[src/rtl/pc_ras_unit_if.sv]
// Control/status bundle for pc_ras_unit.
//   master: drives halt_sig, resume, stall, branch_en/target, call_en/target, ret_en;
//           observes PC_out, ras_empty, ras_full, halted, fault.
//   slave : the PC/RAS unit itself (mirror directions).
interface pc_ras_unit_if #(
  parameter int unsigned WIDTH = 16
);
  logic             halt_sig;
  logic             resume;
  logic             stall;
  logic             branch_en;
  logic [WIDTH-1:0] branch_target;
  logic             call_en;
  logic [WIDTH-1:0] call_target;
  logic             ret_en;
  logic [WIDTH-1:0] PC_out;
  logic             ras_empty;
  logic             ras_full;
  logic             halted;
  logic             fault;

  modport master (
    output halt_sig, resume, stall, branch_en, branch_target,
           call_en, call_target, ret_en,
    input  PC_out, ras_empty, ras_full, halted, fault
  );

  modport slave (
    input  halt_sig, resume, stall, branch_en, branch_target,
           call_en, call_target, ret_en,
    output PC_out, ras_empty, ras_full, halted, fault
  );
endinterface

[src/rtl/pc_ras_unit.sv]
// Program counter with a return-address stack and a RUN/HALTED/FAULT control FSM.
//   clk, rst : clock, asynchronous active-high reset
//   bus      : pc_ras_unit_if.slave -- control requests in; PC_out and
//              stack/FSM status out (all registered)
// Priority in RUN: halt_sig > stall > ret_en > call_en > branch_en > sequential.
module pc_ras_unit #(
  parameter int unsigned      WIDTH     = 16,
  parameter int unsigned      STEP      = 2,
  parameter int unsigned      RAS_DEPTH = 4,
  parameter logic [WIDTH-1:0] RESET_VEC = '0
) (
  input  logic          clk,
  input  logic          rst,
  pc_ras_unit_if.slave  bus
);

  localparam int unsigned DEPTH_W = $clog2(RAS_DEPTH + 1);
  localparam int unsigned PTR_W   = $clog2(RAS_DEPTH);
  localparam logic [WIDTH-1:0]   STEP_V = WIDTH'(STEP);
  localparam logic [DEPTH_W-1:0] FULL_V = DEPTH_W'(RAS_DEPTH);

  typedef enum logic [1:0] {
    ST_RUN    = 2'd0,
    ST_HALTED = 2'd1,
    ST_FAULT  = 2'd2
  } state_e;

  state_e             state_q, state_d;
  logic [WIDTH-1:0]   pc_q, pc_d;
  logic [DEPTH_W-1:0] depth_q, depth_d;
  logic [WIDTH-1:0]   stack_q [RAS_DEPTH];
  logic [WIDTH-1:0]   stack_d [RAS_DEPTH];
  logic               empty_q, empty_d;
  logic               full_q, full_d;
  logic               halted_q, halted_d;
  logic               fault_q, fault_d;

  logic [PTR_W-1:0]   top_idx;
  logic [PTR_W-1:0]   push_idx;

  // Stack grows upward; depth_q is the next free slot.
  assign top_idx  = PTR_W'(depth_q - DEPTH_W'(1));
  assign push_idx = PTR_W'(depth_q);

  // Next-state, next-PC and stack update.
  always_comb begin
    state_d = state_q;
    pc_d    = pc_q;
    depth_d = depth_q;
    stack_d = stack_q;

    case (state_q)
      ST_RUN: begin
        if (bus.halt_sig) begin
          state_d = ST_HALTED;
        end else if (bus.stall) begin
          state_d = ST_RUN;
        end else if (bus.ret_en) begin
          // ret_en outranks call_en when both are asserted.
          if (depth_q == '0) begin
            state_d = ST_FAULT;
          end else begin
            pc_d    = stack_q[top_idx];
            depth_d = depth_q - DEPTH_W'(1);
          end
        end else if (bus.call_en) begin
          if (depth_q == FULL_V) begin
            state_d = ST_FAULT;
          end else begin
            stack_d[push_idx] = pc_q + STEP_V;
            pc_d              = bus.call_target;
            depth_d           = depth_q + DEPTH_W'(1);
          end
        end else if (bus.branch_en) begin
          pc_d = bus.branch_target;
        end else begin
          pc_d = pc_q + STEP_V;
        end
      end
      ST_HALTED: begin
        // resume also overrides a concurrent halt_sig.
        if (bus.resume) state_d = ST_RUN;
      end
      ST_FAULT: begin
        state_d = ST_FAULT;
      end
      default: begin
        state_d = ST_FAULT;
      end
    endcase

    empty_d  = (depth_d == '0);
    full_d   = (depth_d == FULL_V);
    halted_d = (state_d == ST_HALTED);
    fault_d  = (state_d == ST_FAULT);
  end

  // State registers; reset discards any stack contents.
  always_ff @(posedge clk or posedge rst) begin
    if (rst) begin
      state_q  <= ST_RUN;
      pc_q     <= RESET_VEC;
      depth_q  <= '0;
      for (int i = 0; i < int'(RAS_DEPTH); i++) stack_q[i] <= '0;
      empty_q  <= 1'b1;
      full_q   <= 1'b0;
      halted_q <= 1'b0;
      fault_q  <= 1'b0;
    end else begin
      state_q  <= state_d;
      pc_q     <= pc_d;
      depth_q  <= depth_d;
      stack_q  <= stack_d;
      empty_q  <= empty_d;
      full_q   <= full_d;
      halted_q <= halted_d;
      fault_q  <= fault_d;
    end
  end

  assign bus.PC_out    = pc_q;
  assign bus.ras_empty = empty_q;
  assign bus.ras_full  = full_q;
  assign bus.halted    = halted_q;
  assign bus.fault     = fault_q;

endmodule

[src/flat_wrapper.sv]
// flat-port wrapper written by rule: the top's interface ports become plain ports
module pc_ras_unit_flat 
#(
  parameter int unsigned      WIDTH     = 16,
  parameter int unsigned      STEP      = 2,
  parameter int unsigned      RAS_DEPTH = 4,
  parameter logic [WIDTH-1:0] RESET_VEC = '0
)
  (clk, rst, bus_halt_sig, bus_resume, bus_stall, bus_branch_en, bus_branch_target, bus_call_en, bus_call_target, bus_ret_en, bus_PC_out, bus_ras_empty, bus_ras_full, bus_halted, bus_fault);
  pc_ras_unit_if #(.WIDTH(WIDTH)) bus_i ();
  input  logic clk;
  input  logic rst;
  input wire logic [$bits(bus_i.halt_sig)-1:0] bus_halt_sig;
  input wire logic [$bits(bus_i.resume)-1:0] bus_resume;
  input wire logic [$bits(bus_i.stall)-1:0] bus_stall;
  input wire logic [$bits(bus_i.branch_en)-1:0] bus_branch_en;
  input wire logic [$bits(bus_i.branch_target)-1:0] bus_branch_target;
  input wire logic [$bits(bus_i.call_en)-1:0] bus_call_en;
  input wire logic [$bits(bus_i.call_target)-1:0] bus_call_target;
  input wire logic [$bits(bus_i.ret_en)-1:0] bus_ret_en;
  output wire logic [$bits(bus_i.PC_out)-1:0] bus_PC_out;
  output wire logic [$bits(bus_i.ras_empty)-1:0] bus_ras_empty;
  output wire logic [$bits(bus_i.ras_full)-1:0] bus_ras_full;
  output wire logic [$bits(bus_i.halted)-1:0] bus_halted;
  output wire logic [$bits(bus_i.fault)-1:0] bus_fault;
  assign bus_i.halt_sig = bus_halt_sig;
  assign bus_i.resume = bus_resume;
  assign bus_i.stall = bus_stall;
  assign bus_i.branch_en = bus_branch_en;
  assign bus_i.branch_target = bus_branch_target;
  assign bus_i.call_en = bus_call_en;
  assign bus_i.call_target = bus_call_target;
  assign bus_i.ret_en = bus_ret_en;
  assign bus_PC_out = bus_i.PC_out;
  assign bus_ras_empty = bus_i.ras_empty;
  assign bus_ras_full = bus_i.ras_full;
  assign bus_halted = bus_i.halted;
  assign bus_fault = bus_i.fault;
  pc_ras_unit #(.WIDTH(WIDTH), .STEP(STEP), .RAS_DEPTH(RAS_DEPTH), .RESET_VEC(RESET_VEC)) u_core (.clk(clk), .rst(rst), .bus(bus_i));
endmodule
[config.mk]
export PLATFORM = sky130hd
export DESIGN_NAME = pc_ras_unit_flat
export DESIGN_NICKNAME = d
export VERILOG_FILES = /design/src/rtl/pc_ras_unit_if.sv /design/src/rtl/pc_ras_unit.sv /design/src/flat_wrapper.sv
export SDC_FILE = /design/constraint.sdc
export NUM_CORES = 1
export LEC_CHECK = 0
export BUFFER_PORTS_ARGS = -buffer_cell sky130_fd_sc_hd__buf_4
export CORE_MARGIN = 2
export CORE_UTILIZATION = 50
export DETAILED_ROUTE_END_ITERATION = 7
export PLACE_DENSITY = 0.73
export SETUP_SLACK_MARGIN = 0.4
export SYNTH_ARGS = -nofsm -noshare
export SYNTH_HDL_FRONTEND = slang
export SYNTH_SLANG_ARGS = --single-unit
[constraint.sdc]
create_clock -name clk -period 2.74 [get_ports clk]
set_input_delay 0.411 -clock clk [delete_from_list [all_inputs] [get_ports clk]]
set_output_delay 0.411 -clock clk [all_outputs]
set_load 0.03 [all_outputs]
==> results.toml <==
[logic_synthesis]
ys_async_sr_fraction_pct = 100
synth.most_common_cell = "dfrtp_1"
post_synth.cell_area_avg_um2 = 10.1
synth_top_area_share_pct = 48.8
synth_top_area_cell = "dfrtp_1"
synth_edf_count = 0
ys_seq_elements = 89
synth-seq-area-share_pct = 49.3
synthesis.yosys.warnings = 0
synth_area_mm2 = 0.00452
post_synth_inst_count = 448
post_synth_main_area_contributors = "dfrtp_1, mux4_2, o21ai_0"
netlist_top_cells_count = "dfrtp_1, nand2_1, o21ai_0"
distinct_cell_type_count_of_the_synthesized_netlist = 48
ys_dominant_reg_cell = "dfrtp_1"
synth.net_count = 494

[drt]
total_via_count_in_the_routed_design = 3647
postRouteWirelength_mm = 11.3
detail_route.vias_per_cell = 5.95
drt-pass1-iter-count = 5
remaining_drc_errors = 0
met2RoutedLength_mm = 5.25
met3_length_um = 695
initialDrtViolationCount = 235
route.detailed.wl_per_inst_um = 18.5
m1WireLength_mm = 5.21
top_signal_layer_used = "met4"
antenna_violating_nets_post_route = 0

[layout]
area_growth_synth_to_finish_pct = 17.5
post_route_cells_drive_above_1_share_pct = 24.2
final_nets = 546
antennaDiodeCount = 0
fin_util_pct = 60.8
finish.instance_area_mm2 = 0.00531
finish.cell_count_without_fillers = 613
layout.filler_cells = 729

[timing]
maxClockFrequency_ghz = 0.433
clock_skew_ps = 16.0
timing_worst_slew_pin_value_ps = 525
finalMaxSlewViolations = 0
postLayoutSetupSlackWorst_ps = 428
max-slew-margin-rel_pct = 65.0
final-hold-violation-count = 0
setup_viol = 0
final_worst_hold_slack_ps = 166
fin_crit_sh_pct = 84.4
final.min_clock_period_ps = 2310
unrepaired_setup_endpoints_after_global_routing = "yes"
setup_total_negative_slack_ps = 0

[placement]
dp_hpwl_mm = 7.85
detailedPlace.worstSlack_ps = 318
dp_cells = 597
post_dp_cell_area_mm2 = 0.00509
io_buffer_count = 59
place_congestion = 0.859

[critical_path]
worst_r2r_startpoint = "u_core.state_q[0]$_DFF_PP0_"
worst_setup_path_end_kind = "flip-flop"
critPathMaxStageDelay_ps = 600
critical_path.cell_chain = "or4_4, a2111oi_4, nand2_1, buf_4, mux2_1"
path_max_fanout = 30
cp-startpoint = "u_core.state_q[0]$_DFF_PP0_"
crit_arrival_ps = 2550
critical_path_class = "reg -> reg"
timing.critical_path.slowest_stage_cell = "or4_4"
timing.critical_path.required_ps = 2980
worstSetupStartpointType = "flip-flop"

[clock_tree]
clock_insertion_delay_worst_skew_ps = 360
cts.reportedPaths.clkPinSlew_ps = 100
post_cts.repair.setup_buffers = 0
tritoncts_num_sinks = 89
ctsRootBufferMaster = "clkbuf_8"
tritoncts.num_buffers = 9
tritoncts = "yes"
post_cts_hold_buffer_count = 0
h-tree-depth = 3
ctsLongestPathBuffers = 2

[floorplan]
initial_util_pct = 51.8
die_width_um = 99.0
rows = 34
dieArea_mm2 = 0.00981
core_area_mm2 = 0.00872
fp.dieH_um = 99.0
io_pins = 60

[pwr]
power-per-cell-area_mw_per_mm2 = 999
ir_drop_mv = 0.405
power.static_leakage_nw = 2.32
report.power.total_mw = 5.30

[grt]
grt_residual_overflow = 0
grt_start_max_net_pins = 90
grt_use_total_pct = 23.6
grt_antenna_before_repair = 0
grt_pass1_vias = 3433
grt_first_pass_wirelength_mm = 18.1

[hold_path]
timing.hold.worst.class = "in -> async"

[flow_run]
number_of_max_cap_violations = 0

[outcome]
outcome = "completed"
==> path summary, 6_finish.rpt <==
| check | endpoint | slack (ps) | cells past startpoint |
|---|---|---|---|
| max | u_core.stack_q[0]$_DFFE_PP0P_ | 430 | 5 |
| min | u_core.bus.ras_full$_DFF_PP0_ | 170 | 3 |
| max reg2reg | u_core.stack_q[0]$_DFFE_PP0P_ | 430 | 5 |
| min reg2reg | u_core.stack_q[55]$_DFFE_PP0P_ | 490 | 2 |
| max in group asynchronous | u_core.bus.PC_out[1]$_DFFE_PP0P_ | 2160 | 3 |
| min in group clk | u_core.bus.halted$_DFF_PP0_ | 230 | 2 |
==> area by class of cell <==
cell class | count | area (µm²) | area share (%)
Multi-Input combinational cell | 318 | 2150 | 40.6
Clock inverter | 7 | 66.3 | 1.25
Sequential cell | 89 | 2230 | 42.0
Clock buffer | 9 | 124 | 2.33
Inverter | 9 | 37.5 | 0.707
Tap cell | 108 | 135 | 2.55
Timing Repair Buffer | 73 | 561 | 10.6
==> kinds of logic after synthesis <==
family                     synth area share [%]
AOI/OAI and AO/OA                          19.0
xor gates and xnor gates                   2.91
adders and majority gates                  1.66
buffers and inverters                      3.60
DFF                                        49.3
muxes                                      10.7
and+or+nand+nor                            12.8
==> metal layers <==
| metal | global-route usage (%) | up-vias |
|---|---|---|
| met5 | 0 | - |
| met1 | 34.3 | 1796 |
| met4 | 7.27 | 0 |
| met2 | 35.3 | 119 |
| met3 | 5.74 | 15 |
| li1 | - | 1717 |
==> critical path, delay by kind of cell (launching register included) <==
kind / cells / cell delay (ps)
compound gates: 1 / 490
buf+inv: 1 / 250
flops: 1 / 430
simple gates: 2 / 700
mux: 1 / 330
==> timing repair <==
action,in CTS,in global routing
endpoints found under the setup margin,11,21
hold endpoints to repair,0,0
gates resized for setup,3,5
==> flip-flops by register name (all words and copies together) (netlist names) <==
name / flops
u_core.stack_q: 64
u_core.bus.fault: 1
u_core.bus.ras_empty: 1
u_core.bus.PC_out: 16
u_core.state_q: 2
u_core.depth_q: 3
u_core.bus.halted: 1
u_core.bus.ras_full: 1
==> layout by cell type (no fill, tap or decap), types with 2 or more instances in the layout <==
cell,instances
dfrtp_1,87
nand2_1,76
buf_4,72
o21ai_0,68
a21oi_1,20
nor2_1,18
mux4_2,16
xor2_1,10
nand3_1,10
clkbuf_8,9
inv_1,8
a22oi_1,8
o211ai_1,8
a211oi_1,6
a31oi_1,6
mux2_1,6
xnor2_1,5
nand4_1,4
mux2_2,4
o21a_1,4
ha_1,4
nand2b_1,3
nor2b_1,3
and4_1,3
o22ai_1,3
a22o_1,3
a31o_2,3
clkinvlp_4,3
clkinv_4,3
and2_1,2
o22a_1,2
o221ai_1,2
==> power by group <==
group	leakage [nW]	internal [mW]	total (mW)	switching [mW]
Sequential	1.18	1.76	2.17	0.403
Combinational	1.06	0.973	2.28	1.30
Clock	0.0888	0.345	0.858	0.513
Total	2.32	3.08	5.30	2.22
Note: power is estimated with default switching activity, not from simulation.
